## config.mk

```make
export PLATFORM = sky130hd
export DESIGN_NAME = spi_reg_bridge
export DESIGN_NICKNAME = d
export VERILOG_FILES = /design/src/rtl/pwm_spi_pkg.sv /design/src/rtl/spi_sync_edge.sv /design/src/rtl/spi_reg_bridge.sv
export SDC_FILE = /design/constraint.sdc
export NUM_CORES = 1
export LEC_CHECK = 0
export BUFFER_PORTS_ARGS = -buffer_cell sky130_fd_sc_hd__buf_2
export CORE_UTILIZATION = 47
export CTS_CLUSTER_DIAMETER = 40
export DETAILED_ROUTE_END_ITERATION = 10
export MAX_ROUTING_LAYER = met4
export PLACE_DENSITY = 0.67
export SLEW_MARGIN = 20
export SYNTH_ARGS = -nofsm -noshare
export SYNTH_HDL_FRONTEND = slang
export SYNTH_HIERARCHICAL = 1
export SYNTH_SLANG_ARGS = --single-unit
```

## constraint.sdc

```tcl
create_clock -name clk -period 2.1 [get_ports clk]
set_input_delay 0.21 -clock clk [delete_from_list [all_inputs] [get_ports clk]]
set_output_delay 0.21 -clock clk [all_outputs]
set_load 0.01 [all_outputs]
```

## src/rtl/pwm_spi_pkg.sv

```systemverilog
// Shared widths and FSM encoding for the SPI-to-register-file bridge.
package pwm_spi_pkg;

   localparam int SPI_ADDR_W = 6;
   localparam int SPI_DATA_W = 8;
   localparam int SPI_RW_BIT = 7;

   typedef enum logic [2:0] {
      IDLE,
      INSTR,
      RD_REQ,
      RD_WAIT,
      DATA,
      DONE
   } spi_state_t;

endpackage

```

## src/rtl/spi_sync_edge.sv

```systemverilog
// Multi-flop synchroniser for one async input plus registered rise/fall pulses.
// Edge pulse appears SYNC_STAGES+1 clk after the pin edge; no backpressure.
module spi_sync_edge #(
   parameter int   SYNC_STAGES = 2,
   parameter logic RST_VAL     = 1'b0
) (
   input  logic clk,
   input  logic rst,
   input  logic din,
   output logic dout,
   output logic rise,
   output logic fall
);

   logic [SYNC_STAGES-1:0] sync_q;
   logic                   prev;

   assign dout = sync_q[SYNC_STAGES-1];

   always_ff @(posedge clk) begin
      if (rst) begin
         sync_q <= {SYNC_STAGES{RST_VAL}};
         prev   <= RST_VAL;
         rise   <= 1'b0;
         fall   <= 1'b0;
      end else begin
         sync_q <= SYNC_STAGES'({sync_q, din});
         prev   <= dout;
         rise   <= dout & ~prev;
         fall   <= ~dout & prev;
      end
   end

endmodule

```

## src/rtl/spi_reg_bridge.sv

```systemverilog
// SPI mode-0 slave turning instruction+data frames into one-cycle read/write strobes.
// Strobes 1 clk after the relevant edge is detected; SPI_BURST_EN enables auto-increment bursts.
module spi_reg_bridge
   import pwm_spi_pkg::*;
#(
   parameter int SYNC_STAGES = 2
) (
   input  logic                  clk,
   input  logic                  rst,
   input  logic                  sclk,
   input  logic                  cs_n,
   input  logic                  mosi,
   output logic                  miso,
   output logic                  read,
   output logic                  write,
   output logic [SPI_ADDR_W-1:0] addr,
   output logic [SPI_DATA_W-1:0] data_write,
   input  logic [SPI_DATA_W-1:0] data_read,
   output logic                  frame_err
);

   localparam int CNT_W = $clog2(SPI_DATA_W);

   logic sclk_s, sclk_rise, sclk_fall;
   logic cs_s, cs_rise, cs_fall;
   logic [SYNC_STAGES-1:0] mosi_sync;
   logic                   mosi_s;
   logic [SYNC_STAGES+1:0] flush_sr;
   logic                   flushed;

   spi_state_t             state;
   logic [CNT_W-1:0]       bit_cnt;
   logic [SPI_DATA_W-2:0]  rx_sh;
   logic [SPI_DATA_W-2:0]  tx_sh;
   logic                   is_write;
   logic                   tx_armed;
   logic                   last_bit;
   logic [SPI_DATA_W-1:0]  rx_byte;
`ifdef SPI_BURST_EN
   logic                   bump;
`endif

   spi_sync_edge #(.SYNC_STAGES(SYNC_STAGES), .RST_VAL(1'b0)) u_sclk_sync (
      .clk  (clk),
      .rst  (rst),
      .din  (sclk),
      .dout (sclk_s),
      .rise (sclk_rise),
      .fall (sclk_fall)
   );

   spi_sync_edge #(.SYNC_STAGES(SYNC_STAGES), .RST_VAL(1'b1)) u_cs_sync (
      .clk  (clk),
      .rst  (rst),
      .din  (cs_n),
      .dout (cs_s),
      .rise (cs_rise),
      .fall (cs_fall)
   );

   assign mosi_s   = mosi_sync[SYNC_STAGES-1];
   assign flushed  = flush_sr[SYNC_STAGES+1];
   assign last_bit = (bit_cnt == CNT_W'(SPI_DATA_W - 1));
   assign rx_byte  = {rx_sh, mosi_s};

   always_ff @(posedge clk) begin
      if (rst) begin
         mosi_sync <= '0;
      end else begin
         mosi_sync <= SYNC_STAGES'({mosi_sync, mosi});
      end
   end

   // The cs_n synchroniser restarts at 1, so a cs_n held low across reset
   // produces a false falling edge; ignore edges until the chain has flushed.
   always_ff @(posedge clk) begin
      if (rst) begin
         flush_sr <= '0;
      end else begin
         flush_sr <= {flush_sr[SYNC_STAGES:0], 1'b1};
      end
   end

   always_ff @(posedge clk) begin
      if (rst) begin
         state      <= IDLE;
         bit_cnt    <= '0;
         rx_sh      <= '0;
         tx_sh      <= '0;
         is_write   <= 1'b0;
         tx_armed   <= 1'b0;
         miso       <= 1'b0;
         read       <= 1'b0;
         write      <= 1'b0;
         addr       <= '0;
         data_write <= '0;
         frame_err  <= 1'b0;
`ifdef SPI_BURST_EN
         bump       <= 1'b0;
`endif
      end else begin
         read      <= 1'b0;
         write     <= 1'b0;
         frame_err <= 1'b0;
`ifdef SPI_BURST_EN
         // Write bursts advance the address only after the strobe cycle.
         bump <= 1'b0;
         if (bump) begin
            addr <= addr + 1'b1;
         end
`endif
         case (state)
            IDLE: begin
               if (cs_fall && flushed && !sclk_s) begin
                  state    <= INSTR;
                  bit_cnt  <= '0;
                  rx_sh    <= '0;
                  tx_sh    <= '0;
                  tx_armed <= 1'b0;
               end
            end

            INSTR: begin
               if (cs_rise) begin
                  state     <= IDLE;
                  frame_err <= (bit_cnt != '0);
               end else if (sclk_rise) begin
                  rx_sh   <= rx_byte[SPI_DATA_W-2:0];
                  bit_cnt <= bit_cnt + 1'b1;
                  if (last_bit) begin
                     addr     <= rx_byte[SPI_ADDR_W-1:0];
                     is_write <= rx_byte[SPI_RW_BIT];
                     if (rx_byte[SPI_RW_BIT]) begin
                        state <= DATA;
                     end else begin
                        read  <= 1'b1;
                        state <= RD_REQ;
                     end
                  end
               end
            end

            RD_REQ: begin
               state <= cs_s ? IDLE : RD_WAIT;
            end

            RD_WAIT: begin
               if (cs_s) begin
                  state <= IDLE;
               end else begin
                  miso     <= data_read[SPI_DATA_W-1];
                  tx_sh    <= data_read[SPI_DATA_W-2:0];
                  tx_armed <= 1'b0;
                  state    <= DATA;
               end
            end

            DATA: begin
               if (cs_rise) begin
                  state     <= IDLE;
                  miso      <= 1'b0;
                  frame_err <= (bit_cnt != '0);
               end else begin
                  // Only a falling edge after a data-bit rise advances MISO,
                  // so the instruction's last falling edge keeps bit 7 in place.
                  if (sclk_fall && tx_armed) begin
                     miso     <= tx_sh[SPI_DATA_W-2];
                     tx_sh    <= {tx_sh[SPI_DATA_W-3:0], 1'b0};
                     tx_armed <= 1'b0;
                  end
                  if (sclk_rise) begin
                     rx_sh    <= rx_byte[SPI_DATA_W-2:0];
                     bit_cnt  <= bit_cnt + 1'b1;
                     tx_armed <= !is_write;
                     if (last_bit) begin
                        if (is_write) begin
                           write      <= 1'b1;
                           data_write <= rx_byte;
                        end
`ifdef SPI_BURST_EN
                        if (is_write) begin
                           bump <= 1'b1;
                        end else begin
                           addr  <= addr + 1'b1;
                           read  <= 1'b1;
                           state <= RD_REQ;
                        end
`else
                        state    <= DONE;
                        miso     <= 1'b0;
                        tx_armed <= 1'b0;
`endif
                     end
                  end
               end
            end

            DONE: begin
               if (cs_s) begin
                  state <= IDLE;
               end
            end

            default: state <= IDLE;
         endcase
      end
   end

endmodule

```

Yosys cells after proc, flatten, opt, wreduce, memory -nomap -nowiden
Index checks and enable logic that the tools add are counted.
{ "op_classes": {"n_addsub": 1, "n_eq_ne": 18, "bitwise": 14, "mux": 40, "n_reduce_logical": 21} }
{ "op_table": {"columns": ["op", "count"], "rows": [
  ["$mux 7", 6],
  ["$mux 3", 13],
  ["$pmux 7 s3", 1],
  ["$pmux 3 s6", 1],
  ["$reduce_and 5->1", 3],
  ["$mux 1", 14],
  ["$pmux 7 s2", 1],
  ["$ne 2x2->1 const B", 5],
  ["$not 1->1", 10],
  ["$reduce_or 5->1", 2],
  ["$eq 3x3->1 const B", 3],
  ["$ne 3x2->1 const B", 3],
  ["$reduce_and 4->1", 2],
  ["$eq 3x2->1 const B", 2],
  ["$ne 3x1->1 const B", 2],
  ["$pmux 3 s2", 1],
  ["$reduce_and 6->1", 1],
  ["$reduce_bool 3->1", 2],
  ["$and 1x1->1", 4],
  ["$ne 2x1->1 const B", 2],
  ["$reduce_bool 2->1", 2],
  ["$add 3x1->3 const B", 1],
  ["$eq 3x1->1 const B", 1],
  ["$logic_and 1x1->1", 3],
  ["8 further kinds", 9]
]} }
{ "totals": {"ff_bits": 56, "wordCells": 117, "inputBits": 13} }

Longest topological paths before layout
{ "depth": {"ltp_word": 6, "depth_mapped": 7, "ltp_nobuf": 6} }

Hierarchy
The synthesis kept the hierarchy.
{ "by_module_without_submodules": {"columns": ["mod", "cells_each", "area_per_inst_um2", "n_inst"], "rows": [
  ["spi_reg_bridge", 202, 1988.2, 1],
  ["spi_sync_edge", 10, 133.9, 2]
]} }

Least setup slack after synthesis
Ideal clock, no wire load.
{ "synth_timing": {"kind": "register to register", "from": "register u_cs_sync.rise", "to": "register tx_sh[1]", "path_slack_ns": 0.524, "t_arrival_ns": 1.440, "stages_incl_launch_ff": 7, "synth_period_minus_slack_ns": 1.576, "n_path_buf": 2, "required_time_ns": 1.965, "setup_ns": 0.135, "path_cell_list": "dfxtp_1 buf_2 or4b_4 o311ai_2 and2_1 buf_4 a211oi_1"} }
{ "synth_between": {"elab_chain_len": 2} }
{ "synth_lines": {"columns": ["element", "line", "rtl"], "rows": [
  ["start: declaration", "spi_sync_edge.sv:11", "output logic rise,"],
  ["start signal: assignment", "spi_sync_edge.sv:29", "rise <= dout & ~prev;"],
  ["$ne 2x2->1 (no source line)", null, null],
  ["$reduce_and 5->1 (no source line)", null, null],
  ["end signal: assignment", "spi_reg_bridge.sv:152", "tx_sh <= data_read[SPI_DATA_W-2:0];"],
  ["end signal: assignment", "spi_reg_bridge.sv:168", "tx_sh <= {tx_sh[SPI_DATA_W-3:0], 1'b0};"],
  ["end: declaration", "spi_reg_bridge.sv:34", "logic [SPI_DATA_W-2:0] tx_sh;"]
]} }
No other way between the ends.
A chain may end at the register's enable or synchronous reset.

Final worst setup path
{ "layout_timing": {"from": "register state[0]", "to": "register tx_sh[6]"} }
{ "layout_between": {"elab_chain_len": 3} }
{ "layout_lines": {"columns": ["element", "line", "rtl"], "rows": [
  ["start: declaration", "spi_reg_bridge.sv:31", "spi_state_t state;"],
  ["start signal: assignment", "spi_reg_bridge.sv:144", "state <= cs_s ? IDLE : RD_WAIT;"],
  ["$eq 3x3->1, or another cell as far along", "spi_reg_bridge.sv:112", "case (state)"],
  ["$ne 2x2->1 (no source line) / $reduce_bool 3->1 (equally long branches)", null, null],
  ["$reduce_and 5->1 (no source line)", null, null]
]} }
Several ways; a longest one is shown, not always the timed one.

==> results.md <==
- Most common cell in the netlist: dfxtp_1
- DIE WIDTH: approximately 71 um
- Post-synthesis xor/xnor area fraction: 0
- Status: complete, but fails checks
- Starting DRT DRC Count: 73
- CTS H-tree depth: 2
- Main combinational cell family by area after synthesis: compound AO/OA/AOI/OAI gates
- Drt drc: 1
- Yosys top cell area share: 0.497
- Setup Buffers After CTS: 0
- Largest net degree at the start of global routing: 21
- Clock Tree Buf Depth: 2
- Startpoint Class: register
- Site Rows: 24
- Final core occ: 0.574
- Total track usage: 0.189
- Worst-margin pin slew: between 0.6 and 0.7 ns
- Full die area: approximately 0.0051 mm^2
- Cts bufs inserted: 5
- First-pass GRT wire length: roughly 7300 um
- CP Max Fanout: 15
- Post-synthesis compound-gate area fraction: 0.202
- Post-Synth Simple-Gate Area: 0.191
- RSZ-0062 raised after global routing: false
- FF-to-FF Start: state[0]
- Avg WL per Cell: approximately 14 um
- Area leader, netlist: dfxtp_1
- Post-synthesis mux area share: 0.0449
- Via count: 1,716
- Share of cells above drive strength 1: 0.224
- Count of final hold-check violations: 0
- Final Cycle Share: 0.902
- Initial core utilization: 0.504
- Power Density: 952 mW/mm^2
- Synthesized area: about 0.0023 mm^2
- FF-to-FF setup slack: around 0.21 ns
- Nets: roughly 270
- Failing checks: DRC
- Ys Warns: 6
- Post-synth top flop: dfxtp_1
- Worst-path clk slew: roughly 0.11 ns
- Core Region: between 0.004 and 0.005 mm^2
- DP Area: 0.00247 mm^2
- Adder-Cell Fraction of Synth Area: 0.0222
- Synth Instances: about 220
- Grt ovf: 0
- CTS Root Cell: clkbuf_8
- Peak VDD IR: a little under 0.5 mV
- Number of enable flip-flop cells after synthesis: 0
- Antenna violations before repair: 0
- Layout area overhead: 13.8%
- Port bufs: 30
- Placer Congestion: about 0.8
- Syn Nets: 239
- Synth top area cells: dfxtp_1 50%, mux2i_1 4.0%, a22o_1 3.5%
- Chip Height: around 71 um
- Crit path DAT: about 2.1 ns
- # diodes: 0
- Max-cap viol count: 0
- FMAX: 528 MHz
- R2r endpoint: tx_sh[6]
- Final Max Slew Viols: 0
- Slew headroom: 0.585
- Clock Skew: roughly 0.012 ns
- Hold Crit Depth: 2
- Hold Crit Class: input port to register
- Crit path time final: around 1.9 ns
- Crit-path cells: or4b_4 -> o311ai_2 -> and2_1 -> a211oi_1
- Final setup vio count: 0
- Flops & latches, synth: between 50 and 60
- Critical path type: register to register
- Total negative slack: 0 ns
- Clock sink total: 56
- DR vias/cell: 5.59
- Worst path slowest cell: or4b_4
- Worst min-delay path endpoint: u_cs_sync/sync_q[0]
- Post-synth top cells: 56 x dfxtp_1, 14 x a21oi_1, 14 x nand2_1, 14 x nor2_1
- Critical Path End Type: register
- Asr flop ratio synth: 0
- Post-CTS Hold Buffers: 0
- Sequential area share after synthesis: 0.497
- Crit path largest cell delay: ~0.63 ns
- Clock insertion delay at the later pin of the skew report: roughly 0.31 ns
- Syn Area/Cell: about 10 um^2
- R2R depth: 4
- CTS tree: built
- Post-cts repair resize count: 0
- Hold_sp: cs_n
- # IOs: 31
- Worst EP required: 2.29 ns
- Final wirelength: about 4200 um
- Final ANT Viol Nets: 0
- Yosys cell types: between 40 and 50
- Post-route cell area: around 0.0026 mm^2
- Leak pwr: just under 0.001 uW
- Hpwl dp: 3010 um
- DRT Pass-1 Iters: 7
- Vias in the first global route: 1,630
-- where the power goes --
group,switching (uW),internal (uW)
sequential,84.3,1140
combinational,338,278
clock,364,243
-- worst max-delay path, delay by kind of cell (launching register included) --
| kind | cells | cell delay, ns |
|---|---|---|
| compound gates | 2 | 0.28 |
| simple gates | 2 | 0.98 |
| flops | 1 | 0.50 |
-- how the worst max path moves through the flow --
stage / from / to / slack, ns
final: state[0] / tx_sh[6] / 0.21
after global placement: state[0] / tx_sh[4] / 0.26
after CTS: state[0] / tx_sh[6] / 0.21
after detailed placement: state[0] / tx_sh[6] / 0.24
after floorplan: u_cs_sync/rise / tx_sh[1] / 0.52
after global routing: state[0] / addr[1] / 0.04
-- sequential cells by signal, summed over array words and instances (netlist names), 2 cells and up --
register,count
u_cs_sync/sync_q,2
data_write,8
bit_cnt,3
mosi_sync,2
tx_sh,7
rx_sh,7
state,3
addr,6
u_sclk_sync/sync_q,2
flush_sr,4
-- kinds of logic after synthesis --
kind of cell,after synthesis
fa+ha+maj,4
flops,56
simple gates,72
compound gates,59
buf+inv,21
mux,10
-- metrics by stage --
stage,setup WS [ns],power (uW),std cells,hold slack (ns)
2_1_floorplan,0.524,1720,222,0.282
3_3_place_gp,0.263,1860,299,0.391
3_5_place_dp,0.240,1860,299,0.394
4_1_cts,0.210,2460,307,0.0627
5_1_grt,0.0362,2600,307,0.0673
6_report,0.206,2440,307,0.0706
-- cell type report --
| class | count | area, um^2 |
|---|---|---|
| multi-input combinational | 145 | 1040 |
| sequential | 56 | 1120 |
| clock inverter | 3 | 26.3 |
| inverter | 8 | 30.0 |
| fill | 402 | 1910 |
| timing repair buffer | 38 | 210 |
| clock buffer | 5 | 68.8 |
| tap | 52 | 65.1 |
-- cell usage in the layout (no fill, tap or decap), types with 2 or more instances in the layout --
cell type,Yosys,routed
a211oi_1,6,6
and2_1,2,2
or2_1,3,3
a22o_1,9,9
nor3_1,2,2
ha_1,4,4
clkbuf_8,0,5
a31oi_1,2,2
nand4_1,3,3
nand3b_1,3,3
clkinvlp_4,0,2
o21ai_0,9,9
nor3b_1,5,5
nor2b_1,8,8
nor4_1,2,2
a22oi_1,6,6
inv_1,8,8
a21oi_1,14,14
nand2_1,14,14
nor2_1,14,14
mux2i_1,9,9
nand2b_1,4,4
buf_2,5,30
dfxtp_1,56,56
buf_4,3,8
nor4b_1,3,2
-- layer usage --
metal	GRT usage	wire [um]	vias up
met5	-	0	-
met4	0.0778	59	0
met3	0.0422	157	6
met2	0.308	1940	31
met1	0.225	2050	812
li1	-	-	867
Power figures use the tool's default switching activity.
